### src/rtl/prt_dprx_sdp_pkg.sv
// prt_dprx_sdp_pkg: shared FSM state type and SDP header field offsets.
package prt_dprx_sdp_pkg;

    typedef enum logic [1:0] {ST_IDLE, ST_CAP, ST_DROP} state_t;

    localparam int HB_W    = 8;
    localparam int HB0_LSB = 0;
    localparam int HB1_LSB = 8;

    function automatic logic [HB_W-1:0] hdr_hb1(input logic [31:0] w);
        return w[HB1_LSB +: HB_W];
    endfunction

endpackage

### src/rtl/prt_dprx_sdp_ram.sv
// prt_dprx_sdp_ram: simple dual-port 32-bit storage with registered read.
module prt_dprx_sdp_ram #(
    parameter int P_DEPTH = 32,
    parameter int P_AW    = 5
) (
    input  logic            clk_i,
    input  logic            we_i,
    input  logic [P_AW-1:0] wadr_i,
    input  logic [31:0]     wdat_i,
    input  logic [P_AW-1:0] radr_i,
    output logic [31:0]     rdat_o
);

    logic [31:0] mem_q [P_DEPTH];

    always_ff @(posedge clk_i) begin
        if (we_i) mem_q[wadr_i] <= wdat_i;
        rdat_o <= mem_q[radr_i];
    end

endmodule

### src/rtl/prt_dprx_sdp_cap.sv
// prt_dprx_sdp_cap: captures filtered SDP packets into a double-buffered store
// and presents the last committed packet to the host until acknowledged.
module prt_dprx_sdp_cap
    import prt_dprx_sdp_pkg::*;
#(
    parameter int P_MAX_WORDS = 16
) (
    input  logic        RST_IN,
    input  logic        CLK_IN,
    input  logic        SDP_SOP_IN,
    input  logic        SDP_EOP_IN,
    input  logic [31:0] SDP_DAT_IN,
    input  logic        SDP_VLD_IN,
    input  logic        CFG_EN_IN,
    input  logic [7:0]  CFG_TYPE_IN,
    input  logic        ACK_IN,
    input  logic [4:0]  RD_ADR_IN,
    output logic [31:0] RD_DAT_OUT,
    output logic [5:0]  RD_LEN_OUT,
    output logic [7:0]  RD_TYPE_OUT,
    output logic        NEW_OUT,
    output logic        IRQ_OUT,
    output logic [7:0]  DROP_CNT_OUT,
    output logic [7:0]  ERR_CNT_OUT
);

    localparam int          AW   = $clog2(2 * P_MAX_WORDS);
    localparam logic [5:0]  MAXW = 6'(P_MAX_WORDS);

    state_t      st_q, st_d;
    logic [5:0]  cnt_q, cnt_d;
    logic [7:0]  pkt_type_q, pkt_type_d;
    logic        bank_q, new_q, irq_q, rd_ok_q;
    logic [5:0]  len_q;
    logic [7:0]  type_q, drop_q, err_q;
    logic        we, commit, commit_ok, err_inc, type_ok, rd_in_range;
    logic [4:0]  wr_idx, rd_idx;
    logic [AW-1:0] wr_adr, rd_adr;
    logic [31:0] ram_dat;
    logic [7:0]  hb1;

    assign hb1     = hdr_hb1(SDP_DAT_IN);
    assign type_ok = (CFG_TYPE_IN == 8'h00) || (CFG_TYPE_IN == hb1);

    always_comb begin
        st_d       = st_q;
        cnt_d      = cnt_q;
        pkt_type_d = pkt_type_q;
        we         = 1'b0;
        wr_idx     = cnt_q[4:0];
        commit     = 1'b0;
        err_inc    = 1'b0;
        if (!CFG_EN_IN) begin
            st_d = ST_IDLE;
        end else if (SDP_VLD_IN && SDP_SOP_IN) begin
            // a new SOP always restarts; only an interrupted capture is an error
            err_inc = (st_q == ST_CAP);
            if (type_ok) begin
                we         = 1'b1;
                wr_idx     = 5'd0;
                cnt_d      = 6'd1;
                pkt_type_d = hb1;
                commit     = SDP_EOP_IN;
                st_d       = SDP_EOP_IN ? ST_IDLE : ST_CAP;
            end else begin
                st_d = SDP_EOP_IN ? ST_IDLE : ST_DROP;
            end
        end else if (SDP_VLD_IN) begin
            case (st_q)
                ST_IDLE: err_inc = 1'b1;
                ST_CAP: begin
                    if (cnt_q >= MAXW) begin
                        err_inc = 1'b1;
                        st_d    = SDP_EOP_IN ? ST_IDLE : ST_DROP;
                    end else begin
                        we     = 1'b1;
                        cnt_d  = cnt_q + 6'd1;
                        commit = SDP_EOP_IN;
                        st_d   = SDP_EOP_IN ? ST_IDLE : ST_CAP;
                    end
                end
                default: st_d = SDP_EOP_IN ? ST_IDLE : ST_DROP;
            endcase
        end
    end

    // an ACK in the same cycle frees the host view for this commit
    assign commit_ok   = commit && !(new_q && !ACK_IN);
    assign rd_in_range = ({1'b0, RD_ADR_IN} < MAXW);
    assign rd_idx      = rd_in_range ? RD_ADR_IN : 5'd0;
    assign wr_adr      = AW'(bank_q ? {1'b0, wr_idx} : MAXW + {1'b0, wr_idx});
    assign rd_adr      = AW'(bank_q ? MAXW + {1'b0, rd_idx} : {1'b0, rd_idx});

    always_ff @(posedge CLK_IN) begin
        if (RST_IN) begin
            st_q       <= ST_IDLE;
            cnt_q      <= '0;
            pkt_type_q <= '0;
            bank_q     <= 1'b0;
            new_q      <= 1'b0;
            irq_q      <= 1'b0;
            rd_ok_q    <= 1'b0;
            len_q      <= '0;
            type_q     <= '0;
            drop_q     <= '0;
            err_q      <= '0;
        end else begin
            st_q       <= st_d;
            cnt_q      <= cnt_d;
            pkt_type_q <= pkt_type_d;
            irq_q      <= commit_ok;
            new_q      <= commit || (new_q && !ACK_IN);
            rd_ok_q    <= rd_in_range && ({1'b0, RD_ADR_IN} < len_q);
            if (commit_ok) begin
                bank_q <= ~bank_q;
                len_q  <= cnt_d;
                type_q <= pkt_type_d;
            end
            if (commit && !commit_ok && drop_q != 8'hFF) drop_q <= drop_q + 8'd1;
            if (err_inc && err_q != 8'hFF) err_q <= err_q + 8'd1;
        end
    end

    prt_dprx_sdp_ram #(
        .P_DEPTH(2 * P_MAX_WORDS),
        .P_AW   (AW)
    ) u_ram (
        .clk_i (CLK_IN),
        .we_i  (we),
        .wadr_i(wr_adr),
        .wdat_i(SDP_DAT_IN),
        .radr_i(rd_adr),
        .rdat_o(ram_dat)
    );

    assign RD_DAT_OUT   = rd_ok_q ? ram_dat : 32'h0;
    assign RD_LEN_OUT   = len_q;
    assign RD_TYPE_OUT  = type_q;
    assign NEW_OUT      = new_q;
    assign IRQ_OUT      = irq_q;
    assign DROP_CNT_OUT = drop_q;
    assign ERR_CNT_OUT  = err_q;

endmodule

### config.mk
export PLATFORM = sky130hd
export DESIGN_NAME = prt_dprx_sdp_cap
export DESIGN_NICKNAME = d
export VERILOG_FILES = /design/src/rtl/prt_dprx_sdp_pkg.sv /design/src/rtl/prt_dprx_sdp_ram.sv /design/src/rtl/prt_dprx_sdp_cap.sv
export SDC_FILE = /design/constraint.sdc
export NUM_CORES = 1
export LEC_CHECK = 0
export ABC_AREA = 1
export CELL_PAD_IN_SITES_DETAIL_PLACEMENT = 0
export CELL_PAD_IN_SITES_GLOBAL_PLACEMENT = 2
export CORE_MARGIN = 2
export CORE_UTILIZATION = 47
export CTS_CLUSTER_SIZE = 30
export DETAILED_ROUTE_END_ITERATION = 12
export DONT_BUFFER_PORTS = 1
export PLACE_DENSITY = 0.95
export SYNTH_ARGS = -nofsm -noshare
export SYNTH_HDL_FRONTEND = slang
export SYNTH_HIERARCHICAL = 1
export SYNTH_SLANG_ARGS = --single-unit
### constraint.sdc
create_clock -name CLK_IN -period 9.3 [get_ports CLK_IN]
set_input_delay 1.86 -clock CLK_IN [delete_from_list [all_inputs] [get_ports CLK_IN]]
set_output_delay 1.86 -clock CLK_IN [all_outputs]
set_load 0.01 [all_outputs]
==> flow_summary.ini <==
[route]
vias = 29300
routed_via_density = 5.55
first_pass_iters = 6
remaining_drc_errors = 0
wl_um = 120000
drt-initial-drc-count = 3119
detail_route.wl_per_cell_um = 22.7
ant_nets = 0

[cts]
clk_pin_slew_ns = 0.06
cts.repair.resized = 0
clock-sinks = 1106
cts_tree = yes
h-tree-depth = 3
root_buffer = clkbuf_16
cts_buffers = 112
postCtsHoldBufs = 0
clkLatencyLatePin_ns = 0.68
post_cts_buffers = 0
cts_buffer_depth = 3

[timing]
setup_slack_ns = 4.79
hold_violations = 0
rsz0062_at_grt = false
tightestPinTransition_ns = 1.33
timing.final.crit_period_ns = 4.51
slew_viol_final = 0
fin_crit_sh_pct = 48.5
setup_violations = 0
max_freq_mhz = 222
finalSetupTns_ns = 0
skew_ns = 0.0224
slew_headroom_pct = 10.9

[min_path]
hold_class = flip-flop to flip-flop
worstHoldPathCells = 2
whs_endpoint = cnt_q[5]$_SDFF_PP0_
hp-start = cnt_q[5]$_SDFF_PP0_

[place]
portBuffers = 0
place_area_um2 = 46000
dp_cells = 5067
dp_hpwl_um = 60800
pre_cts_slack_ns = 4.17
place_congestion = 0.801

[power]
clkPwrFrac_pct = 43.0
p_per_area_nw_per_um2 = 210
irDropWorstVdd_uv = 159
p_sw_share_pct = 21.4
internal_power_w = 0.00819
p_sw_w = 0.00222
power_frac_comb_pct = 4.5
seqPwrFrac_pct = 52.5
p_leak_nw = 18.2

[synthesis]
netlist_area_um2 = 45400
ys_ff_latch = 1106
syn-mean-instance-area_um2 = 11.4
yosys.area.top_type = edfxtp_1
yosys_warnings = 6
yosysUniqueCellTypes = 41
ys_seq_area_share_pct = 71.4
synth_fa_ha_area_share_pct = 0.193
synth_area_leaders = edfxtp_1 68%, nand2_1 13%, nand3_1 8.8%
synth_cells = 3987
synth-edff-count = 1024
synthMuxAreaShare_pct = 0
netlist_top_cells_count = 1566 x nand2_1, 1024 x edfxtp_1, 795 x nand3_1
synth.top_cell.area_share_pct = 67.8
syn_nets = 4046
synth_compound_area_share_pct = 0.640
async_reset_ff_share_pct = 0
synth_top_family_by_area = simple AND/OR/NAND/NOR gates
ys.flop_type = edfxtp_1
yosys.cell_count.top_type = nand2_1
yosys.area_share.simple_pct = 23.2
synth-xor-area-share_pct = 0.0966

[layout]
stdcell_count = 5275
nets = 3975
postLayoutCellArea_um2 = 49700
antennaDiodeCount = 0
areaGrowthSynthToFinish_pct = 9.49
layout-drive-gt1-share_pct = 7.51

[die]
rows = 113
initial_utilization_pct = 47.6
dieHeight_um = 315
ios = 116
coreArea_um2 = 95300
dieArea_um2 = 99000
dieWidth_um = 315

[global_routing]
grt_overflow = 0
grt_pass1_vias = 28100
grt_pass1_wl_um = 179000
grt_use_total_pct = 24.1
grt_max_degree = 224
antenna_found_initial = 1

[setup_path]
timing.rr.end = u_ram/mem_q[14][28]$_DFFE_PP_
r2r_slack_ns = 5.58
cp.required_ns = 9.63
cp-end-kind = flip-flop
setup.worst_path.class = primary input to flip-flop
crit_path_max_fanout = 34
arrival_ns = 4.85
reg2reg_depth = 9
worstReg2RegStart = st_q[0]$_SDFFE_PP0P_
start_kind = primary input

[status]
status = finished clean

[job]
drv_cap = 0
## power by group through the flow
stage | combinational (W) | sequential (W) | clock (W)
6_report | 0.000466 | 0.00546 | 0.00448
5_1_grt | 0.000518 | 0.00546 | 0.00473
4_1_cts | 0.000465 | 0.00547 | 0.00454
3_5_place_dp | 0.000463 | 0.00557 | 0
3_3_place_gp | 0.000463 | 0.00557 | 0
2_1_floorplan | 0.000360 | 0.00556 | 0
## flip-flops by register name, indices dropped and copies added (netlist names)
register	count
ERR_CNT_OUT	8
pkt_type_q	8
st_q	2
RD_LEN_OUT	6
DROP_CNT_OUT	8
u_ram/rdat_o	32
rd_ok_q	1
cnt_q	6
u_ram/mem_q	1024
NEW_OUT	1
IRQ_OUT	1
RD_TYPE_OUT	8
bank_q	1
## how the worst max path moves through the flow
stage / from / to / slack [ns] / depth (start not counted)
after floorplan: SDP_DAT_IN[8] / u_ram/mem_q[28][0]$_DFFE_PP_ / 4.47 / 12
after global placement: SDP_DAT_IN[8] / u_ram/mem_q[14][30]$_DFFE_PP_ / 4.15 / 14
after detailed placement: SDP_DAT_IN[15] / u_ram/mem_q[14][28]$_DFFE_PP_ / 4.17 / 14
after CTS: SDP_DAT_IN[15] / u_ram/mem_q[14][28]$_DFFE_PP_ / 4.88 / 14
after global routing: SDP_DAT_IN[13] / u_ram/mem_q[14][28]$_DFFE_PP_ / 4.67 / 14
final: SDP_DAT_IN[8] / u_ram/mem_q[14][28]$_DFFE_PP_ / 4.79 / 14
## worst max-delay path: stages
cell	delay [ns]
inv_1	0.05
nand2_1	0.06
nand2_1	0.06
nand2_1	0.06
nor2_1	0.12
nand2_2	0.09
nand2_4	0.09
nand3_4	0.15
nand2_1	0.13
inv_1	0.07
inv_1	0.07
nand3_1	0.59
nor2_4	0.92
buf_4	0.47
## cell type report
class	count	area, um2
well taps	1265	1580
fillers	8164	45600
inverters	105	429
clock inverters	53	468
flip-flops and latches	1106	32400
repair buffers	44	380
clock buffers	155	3200
multi-input cells	2547	11200
## per-layer routing
| metal | GRT usage [%] | wire (um) |
|---|---|---|
| met2 | 38.5 | 56200 |
| met1 | 34.2 | 51600 |
| met5 | 0 | 14 |
| met3 | 4.37 | 9330 |
| met4 | 6.30 | 2690 |
## stage by stage
stage	hold slack, ns	utilization, %	power, W
floorplan	0.421	-	0.00592
global placement	0.436	48.3	0.00603
detailed placement	0.458	48.3	0.00603
CTS	0.468	52.1	0.0105
global route	0.494	52.1	0.0107
finish	0.460	52.1	0.0104
## logic make-up (layout without fill, tap and decap cells)
family | Yosys count | count (layout)
AOI/OAI and AO/OA | 44 | 44
xor gates and xnor gates | 5 | 5
adders and majority gates | 7 | 7
buffers and inverters | 334 | 357
DFF | 1106 | 1106
and+or+nand+nor | 2491 | 2491
## layout by cell type (no fill, tap or decap), drive strengths merged
cell	instances
nand2	1574
edfxtp	1024
nand3	798
clkbuf	155
inv	108
nor2	99
dfxtp	82
buf	44
clkinv	42
o21ai	23
a21oi	14
nor3	11
bufinv	8
nand4	8
ha	7
xnor2	3
xor2	2
a21boi	2
o21a	2
a31oi	1
o211ai	1
nor4	1
a211oi	1
Note: power is estimated with default switching activity, not from simulation.
